<file path="src/rtl/ioctl_pkg.sv">
// Shared definitions for the ioctl download transmitter: FSM state encoding
// and the file-index numbering used by the loaders.
package ioctl_pkg;

  typedef enum logic [2:0] {
    ST_IDLE   = 3'd0,
    ST_LEAD   = 3'd1,
    ST_FETCH  = 3'd2,
    ST_STROBE = 3'd3,
    ST_GAP    = 3'd4,
    ST_TRAIL  = 3'd5
  } ioctl_xmit_state_t;

  // Index 0..IOCTL_IDX_ROM_MAX are ROM slots; the rest are media types.
  localparam logic [7:0] IOCTL_IDX_ROM_MAX = 8'd3;
  localparam logic [7:0] IOCTL_IDX_TAPE    = 8'd4;
  localparam logic [7:0] IOCTL_IDX_CPR     = 8'd5;
  localparam logic [7:0] IOCTL_IDX_BIN     = 8'd6;

endpackage

</file>
<file path="src/rtl/ioctl_xmit.sv">
// Transmitter side of the ioctl download interface. Converts a valid/ready
// byte stream into ioctl_wr strobes framed by ioctl_download, with a lead-in
// window, a minimum spacing between strobes and a trailing window.
module ioctl_xmit
  import ioctl_pkg::*;
#(
  parameter int ADDR_W = 25,
  parameter int LEAD   = 8,
  parameter int WR_GAP = 4,
  parameter int TRAIL  = 8
) (
  input  logic              clk_48,
  input  logic              reset,
  input  logic              start,
  input  logic [7:0]        index,
  input  logic [ADDR_W-1:0] length,
  input  logic              abort,
  input  logic [7:0]        s_data,
  input  logic              s_valid,
  output logic              s_ready,
  output logic              ioctl_download,
  output logic [7:0]        ioctl_index,
  output logic              ioctl_wr,
  output logic [ADDR_W-1:0] ioctl_addr,
  output logic [7:0]        ioctl_dout,
  input  logic              ioctl_wait,
  output logic              busy,
  output logic              done,
  output logic              aborted
);

  // One down-counter serves LEAD, GAP and TRAIL, so it is sized for the
  // longest of the three phases.
  localparam int PH_MAX = (LEAD > WR_GAP) ? ((LEAD > TRAIL) ? LEAD : TRAIL)
                                          : ((WR_GAP > TRAIL) ? WR_GAP : TRAIL);
  localparam int PH_W = $clog2(PH_MAX + 1);

  // Load values are "cycles minus one": the phase ends when the counter is 0.
  // GAP lasts WR_GAP-1 cycles, hence the extra minus one.
  localparam logic [PH_W-1:0] LEAD_LD  = PH_W'(LEAD - 1);
  localparam logic [PH_W-1:0] GAP_LD   = PH_W'(WR_GAP - 2);
  localparam logic [PH_W-1:0] TRAIL_LD = PH_W'(TRAIL - 1);

  ioctl_xmit_state_t state_q;
  logic [PH_W-1:0]   phase_q;
  logic [ADDR_W-1:0] cnt_q;
  logic [ADDR_W-1:0] len_q;
  logic [7:0]        index_q;
  logic [ADDR_W-1:0] addr_q;
  logic [7:0]        dout_q;
  logic              download_q;
  logic              wr_q;
  logic              s_ready_q;
  logic              busy_q;
  logic              done_q;
  logic              aborted_q;
  logic [ADDR_W-1:0] cnt_inc;

  assign cnt_inc = cnt_q + ADDR_W'(1);

  // The only combinational output path: core back-pressure gates the
  // registered "ready in FETCH" flag. abort is resolved inside the FSM so it
  // does not reach s_ready combinationally; a source that sees abort should
  // treat its in-flight byte as dropped.
  assign s_ready = s_ready_q & ~ioctl_wait;

  assign ioctl_download = download_q;
  assign ioctl_index    = index_q;
  assign ioctl_wr       = wr_q;
  assign ioctl_addr     = addr_q;
  assign ioctl_dout     = dout_q;
  assign busy           = busy_q;
  assign done           = done_q;
  assign aborted        = aborted_q;

  // Transfer FSM with all outputs registered alongside the state.
  always_ff @(posedge clk_48 or posedge reset) begin
    if (reset) begin
      state_q    <= ST_IDLE;
      phase_q    <= '0;
      cnt_q      <= '0;
      len_q      <= '0;
      index_q    <= '0;
      addr_q     <= '0;
      dout_q     <= '0;
      download_q <= 1'b0;
      wr_q       <= 1'b0;
      s_ready_q  <= 1'b0;
      busy_q     <= 1'b0;
      done_q     <= 1'b0;
      aborted_q  <= 1'b0;
    end else begin
      wr_q   <= 1'b0;
      done_q <= 1'b0;
      case (state_q)
        ST_IDLE: begin
          if (start) begin
            index_q    <= index;
            len_q      <= length;
            cnt_q      <= '0;
            aborted_q  <= 1'b0;
            download_q <= 1'b1;
            busy_q     <= 1'b1;
            phase_q    <= LEAD_LD;
            state_q    <= ST_LEAD;
          end
        end

        ST_LEAD: begin
          if (abort) begin
            aborted_q <= 1'b1;
            phase_q   <= TRAIL_LD;
            state_q   <= ST_TRAIL;
          end else if (phase_q == '0) begin
            if (len_q == '0) begin
              // Empty transfer: full window, no strobes, reported as aborted.
              aborted_q <= 1'b1;
              phase_q   <= TRAIL_LD;
              state_q   <= ST_TRAIL;
            end else begin
              s_ready_q <= 1'b1;
              state_q   <= ST_FETCH;
            end
          end else begin
            phase_q <= phase_q - PH_W'(1);
          end
        end

        ST_FETCH: begin
          if (abort) begin
            // A byte offered in the abort cycle is deliberately not taken.
            s_ready_q <= 1'b0;
            aborted_q <= 1'b1;
            phase_q   <= TRAIL_LD;
            state_q   <= ST_TRAIL;
          end else if (s_valid && s_ready) begin
            dout_q    <= s_data;
            addr_q    <= cnt_q;
            wr_q      <= 1'b1;
            s_ready_q <= 1'b0;
            state_q   <= ST_STROBE;
          end
        end

        ST_STROBE: begin
          // The strobe is already on the wire; abort only shortens what follows.
          cnt_q <= cnt_inc;
          if (cnt_inc == len_q) begin
            phase_q <= TRAIL_LD;
            state_q <= ST_TRAIL;
          end else if (abort) begin
            aborted_q <= 1'b1;
            phase_q   <= TRAIL_LD;
            state_q   <= ST_TRAIL;
          end else begin
            phase_q <= GAP_LD;
            state_q <= ST_GAP;
          end
        end

        ST_GAP: begin
          if (abort) begin
            aborted_q <= 1'b1;
            phase_q   <= TRAIL_LD;
            state_q   <= ST_TRAIL;
          end else if (phase_q == '0) begin
            s_ready_q <= 1'b1;
            state_q   <= ST_FETCH;
          end else begin
            phase_q <= phase_q - PH_W'(1);
          end
        end

        ST_TRAIL: begin
          if (phase_q == '0) begin
            download_q <= 1'b0;
            done_q     <= 1'b1;
            busy_q     <= 1'b0;
            state_q    <= ST_IDLE;
          end else begin
            phase_q <= phase_q - PH_W'(1);
          end
        end

        default: begin
          download_q <= 1'b0;
          s_ready_q  <= 1'b0;
          busy_q     <= 1'b0;
          state_q    <= ST_IDLE;
        end
      endcase
    end
  end

endmodule

</file>
<file path="config.mk">
export PLATFORM = sky130hd
export DESIGN_NAME = ioctl_xmit
export DESIGN_NICKNAME = d
export VERILOG_FILES = /design/src/rtl/ioctl_pkg.sv /design/src/rtl/ioctl_xmit.sv
export SDC_FILE = /design/constraint.sdc
export NUM_CORES = 1
export LEC_CHECK = 0
export BUFFER_PORTS_ARGS = -buffer_cell sky130_fd_sc_hd__buf_2
export CORE_MARGIN = 2
export CORE_UTILIZATION = 40
export DETAILED_ROUTE_END_ITERATION = 12
export GPL_TIMING_DRIVEN = 0
export HOLD_SLACK_MARGIN = 0.12
export PLACE_DENSITY = 0.59
export SLEW_MARGIN = 20
export SYNTH_ARGS = -nofsm -noshare
export SYNTH_HDL_FRONTEND = slang
export SYNTH_SLANG_ARGS = --single-unit
</file>
<file path="constraint.sdc">
create_clock -name clk_48 -period 5.3 [get_ports clk_48]
set_input_delay 1.325 -clock clk_48 [delete_from_list [all_inputs] [get_ports clk_48]]
set_output_delay 1.325 -clock clk_48 [all_outputs]
set_load 0.02 [all_outputs]
</file>
### Word level (Yosys, flattened, before mapping)

Cells that the tools add are included.
Widths: inputs -> output; s select.

* flip-flop bits (word level): 103
* latch bits: 0
* bits in writable memories: 0
* bits in read-only memories: 0
* bits of input ports: 47
* output and inout port bits: 47
* word-level logic and storage cells: 104
* memories kept: 0

* add/sub/neg operators: 2
* $mul: 0
* div/mod/pow operators: 0
* $lt $le $gt $ge: 0
* equality and inequality tests: 20
* shift-type cells: 0
* multiplexer cells: 47
* bitwise operators: 5
* reductions and logical operators: 18

Operators by type and width (number)
* $pmux 25 s2: 1
* $mux 3: 11
* $mux 4: 7
* $add 25x1->25 const B: 1
* $eq 25x25->1: 1
* $logic_not 25->1: 1
* $mux 25: 1
* $pmux 4 s6: 1
* $mux 1: 22
* $ne 2x2->1 const B: 9
* $pmux 3 s6: 1
* $ne 3x3->1 const B: 4
* $reduce_and 5->1: 2
* $pmux 1 s4: 2
* $reduce_and 7->1: 1
* $eq 3x2->1 const B: 2
* $eq 3x3->1 const B: 2
* $reduce_and 3->1: 2
* $reduce_bool 6->1: 1
* $logic_not 4->1: 1
* $ne 4x4->1 const B: 1
* $not 1->1: 4
* $reduce_and 2->1: 2
* $reduce_and 4->1: 1
* other kinds (11): 11

### Depth between registers and ports, before layout

* word-level depth: 6
* depth in mapped cells: 9
* mapped depth without buffers: 9

### Worst setup path after synthesis

OpenSTA, ideal clock, no wires.

* path type: input port to flip-flop
* start point: input port ioctl_wait
* end point: register dout_q[0] (netlist: ioctl_dout[0])
* setup time: 125 ps
* arrival time: 2907 ps
* required time: 5175 ps
* setup slack: 2268 ps
* stages: 5
* path buffers: 1
* path through: nor2b_1 nand2_1 nor2_1 clkbuf_1 mux2_2

* longest elaborated chain between the ends: 4

RTL lines
* start, declared: RTL line ioctl_xmit.sv:26 `input logic ioctl_wait,`
* $not 1->1: RTL line ioctl_xmit.sv:65 `assign s_ready = s_ready_q & ~ioctl_wait;`
* $and 1x1->1: RTL line ioctl_xmit.sv:65
* $logic_and 1x1->1: RTL line ioctl_xmit.sv:136 `end else if (s_valid && s_ready) begin`
* $reduce_and 3->1 (no source line)
* end signal, assigned: RTL line ioctl_xmit.sv:137 `dout_q <= s_data;`
* end, declared: RTL line ioctl_xmit.sv:50 `logic [7:0] dout_q;`

No other way between the ends.
A chain may end at the register's enable or synchronous reset.

### Worst setup path after layout

* start point: register cnt_q[0]
* end point: register aborted_q (netlist: aborted)

* longest elaborated chain between the ends: 4

RTL lines
* start, declared: RTL line ioctl_xmit.sv:46 `logic [ADDR_W-1:0] cnt_q;`
* start signal, assigned: RTL line ioctl_xmit.sv:147 `cnt_q <= cnt_inc;`
* $add 25x1->25: RTL line ioctl_xmit.sv:59 `assign cnt_inc = cnt_q + ADDR_W'(1);`
* $eq 25x25->1: RTL line ioctl_xmit.sv:148 `if (cnt_inc == len_q) begin`
* $ne 2x2->1 (no source line)
* $reduce_and 5->1 (no source line)
* end signal, assigned: RTL line ioctl_xmit.sv:91 `aborted_q <= 1'b0;`
* end signal, assigned: RTL line ioctl_xmit.sv:152 `aborted_q <= 1'b1;`
* end signal, assigned: RTL line ioctl_xmit.sv:163 `aborted_q <= 1'b1;`
* end, declared: RTL line ioctl_xmit.sv:56 `logic aborted_q;`

No other way between the ends.

==> flow_metrics.py <==
metrics = {
    "outcome": {
        "status": "complete, no violations",
    },
    "clock_network": {
        "clkLatencyLatePin_ns": 0.36,
        "cts_sinks": 103,
        "cts.clk_slew.worst_paths_ns": 0.07,
        "cts_buffer_depth": 2,
        "cts_inserted_buffers": 9,
        "cts_setup_buffers": 0,
        "cts_resized": 0,
        "ctsHoldBuffers": 0,
        "cts_htree_levels": 3,
        "root_buffer": "clkbuf_16",
        "cts_tree": "built",
    },
    "yosys": {
        "netlist_instances": 520,
        "synth.distinct_cells": 65,
        "synth-xor-area-share": 0.0543,
        "async_flop_share": 1.00,
        "synth_adder_area_share": 0.00685,
        "muxShareOfSynthArea": 0.142,
        "synth.cell_area_um2": 5480,
        "synth_edf_count": 0,
        "synth_area_per_cell_um2": 10.5,
        "synth_fp_nets": 570,
        "synth_seq_cells": 103,
        "yosysSeqAreaShare": 0.470,
        "synth-compound-area-share": 0.141,
        "synthSimpleGateAreaFrac": 0.140,
        "ys_warn_count": 0,
        "synth_top_family_by_area": "multiplexers",
        "synthFlopType": "dfrtp_1",
    },
    "drt": {
        "avgViaCountPerCell": 5.47,
        "top_layer_used": "met4",
        "ant_nets": 0,
        "drt_iter0_drc": 270,
        "met2_length_um": 6340,
        "wl_met1_um": 6530,
        "avgRoutedWirePerCell_um": 17.4,
        "wl_met3_um": 840,
        "firstDrtPassIters": 5,
        "wl_um": 14000,
        "drc": 0,
        "vias": 4404,
    },
    "power": {
        "p_clk_frac": 0.251,
        "p_leak_nw": 2.94,
        "internal_power_w": 0.00177,
        "power_density_nw_per_um2": 423,
        "pwr-share-comb": 0.339,
        "finalPower_w": 0.00275,
        "seqPwrFrac": 0.410,
        "sw_frac_of_total": 0.358,
        "switchingPower_w": 0.000985,
        "ir_worst_vdd_mv": 0.244,
    },
    "die": {
        "die_w_um": 121,
        "rows": 42,
        "die_h_um": 121,
        "boundaryPins": 94,
        "dieArea_um2": 14700,
        "start_util": 0.412,
        "core_area_um2": 13300,
    },
    "worst_setup_path": {
        "cp.required_ns": 5.52,
        "end_kind": "flip-flop",
        "crit_arrival_ns": 3.41,
        "r2r_cells": 8,
        "crit_type": "flip-flop to flip-flop",
        "reg2reg_slack_ns": 2.11,
        "timing.rr.end": "aborted$_DFFE_PP0P_",
        "startpoint": "cnt_q[0]$_DFFE_PP0P_",
        "reg2reg_from": "cnt_q[0]$_DFFE_PP0P_",
        "startpoint_type": "flip-flop",
        "worstPathMaxFanout": 10,
    },
    "final_layout": {
        "antennaDiodeCount": 0,
        "drive_gt1_frac": 0.334,
        "post-route-util": 0.489,
        "layout-area-overhead-vs-synth_pct": 18.6,
        "nets": 674,
    },
    "timing": {
        "setup_viol": 0,
        "worst_pin_slew_ns": 0.907,
        "fmax_ghz": 0.313,
        "setup_slack_ns": 2.11,
        "rsz0062_at_grt": "no",
        "fin_skew_ns": 0.00981,
        "final_hold_viol_count": 0,
        "maxSlewViolCount": 0,
        "fin_tns_setup_ns": 0,
        "timing.final.crit_share": 0.602,
        "slew_headroom": 0.387,
        "min_period_ns": 3.19,
    },
    "grt": {
        "grt_pass1_wl_um": 22700,
        "grt_pass1_vias": 4268,
        "grt_max_degree": 70,
        "antenna_found_initial": 0,
        "overflow": 0,
        "grt_util_all_layers": 0.201,
    },
    "placed_design": {
        "portBuffers": 92,
        "place.gp.congestion": 0.882,
        "hpwlAfterDp_um": 10200,
        "dp_slack_ns": 1.70,
    },
    "worst_hold_path": {
        "holdPathStages": 1,
        "min_path_type": "flip-flop to flip-flop",
        "worstHoldEndpoint": "ioctl_addr[4]$_DFFE_PP0P_",
        "worstHoldStart": "ioctl_addr[4]$_DFFE_PP0P_",
    },
    "flow_run": {
        "max_cap_violations": 0,
    },
}
[worst max-delay path: stages (launching register included)]
cell       delay, ns
dfrtp_1         0.48
ha_1            0.34
nand3_4         0.20
nor4_2          0.76
nand2_2         0.19
a32oi_1         0.28
nand4_1         0.19
a2111oi_4       0.46
o22ai_1         0.15
[cell type report]
| type | count | area (µm²) |
|---|---|---|
| plain buffers | 39 | 206 |
| multi-input cells | 366 | 2650 |
| fillers | 1255 | 6790 |
| repair buffers | 93 | 488 |
| inverters | 12 | 50.0 |
| well taps | 176 | 220 |
| clock buffers | 10 | 239 |
| flip-flops and latches | 103 | 2580 |
| clock inverters | 6 | 67.6 |
[sequential cells by signal, indices dropped and copies added (netlist names)]
signal and cells:
aborted 1, done 1, busy 1, ioctl_wr 1
ioctl_dout 8, phase_q 4, ioctl_index 8, cnt_q 25
len_q 25, ioctl_addr 25, s_ready_q 1, state_q 3
[power by group through the flow]
| stage | Clock, W | Combinational [W] | Sequential [W] |
|---|---|---|---|
| finish | 0.000691 | 0.000932 | 0.00113 |
| global route | 0.000736 | 0.00103 | 0.00116 |
| floorplan | 0 | 0.000667 | 0.00114 |
| CTS | 0.000705 | 0.000935 | 0.00113 |
| detailed placement | 0 | 0.000929 | 0.00114 |
| global placement | 0 | 0.000904 | 0.00113 |
[cells in the final DEF (no fill, tap or decap), drive strengths merged, types with 8 or more instances in the layout]
cell type,synthesis,layout
dfrtp,103,103
nand4,13,13
xor2,12,12
nor2,35,35
clkbuf,21,31
inv,11,13
a21oi,24,24
mux2,68,68
xnor2,22,22
nor4,12,12
o21ai,42,42
buf,18,111
o31ai,8,8
nand3,14,14
nand2,37,37
[cell families after synthesis]
family,count (synthesis)
and+or+nand+nor,142
AOI/OAI and AO/OA,118
DFF,103
muxes,69
buffers and inverters,51
xor gates and xnor gates,34
adders and majority gates,3
[metrics by stage]
step / instance area [µm²] / hold slack [ns] / cells
2_1_floorplan: 5480 / 0.470 / 520
3_3_place_gp: 6160 / 0.486 / 788
3_5_place_dp: 6190 / 0.490 / 789
4_1_cts: 6500 / 0.506 / 805
5_1_grt: 6500 / 0.520 / 805
6_report: 6500 / 0.503 / 805
[how the worst max path moves through the flow]
stage	end	slack, ns	depth (start not counted)
after floorplan	aborted$_DFFE_PP0P_	1.27	1
after CTS	ioctl_addr[5]$_DFFE_PP0P_	2.08	6
after detailed placement	ioctl_addr[5]$_DFFE_PP0P_	1.70	6
final	aborted$_DFFE_PP0P_	2.11	8
after global routing	aborted$_DFFE_PP0P_	1.88	8
after global placement	len_q[14]$_DFFE_PP0P_	0.05	2
[synth_stat cells, types with 5 or more instances]
cell type | n | area share
nand4_1 | 12 | 0.014
nand2_1 | 36 | 0.025
a31oi_1 | 5 | 0.0057
buf_4 | 5 | 0.0068
nor2_1 | 35 | 0.024
dfrtp_1 | 103 | 0.47
clkbuf_1 | 21 | 0.014
xnor2_1 | 22 | 0.035
buf_2 | 9 | 0.0082
inv_1 | 11 | 0.0075
o21ai_0 | 41 | 0.037
xor2_1 | 12 | 0.019
nand3_1 | 13 | 0.012
mux2_2 | 68 | 0.14
o31ai_1 | 8 | 0.011
a21oi_1 | 24 | 0.022
nor4_1 | 11 | 0.013
[routing by layer]
metal  vias to the layer above  track usage
met4                         0       0.0836
li1                       2110            -
met1                      2140        0.283
met5                         -            0
met2                       140        0.300
met3                        14       0.0418
Note: power is estimated with default switching activity, not from simulation.
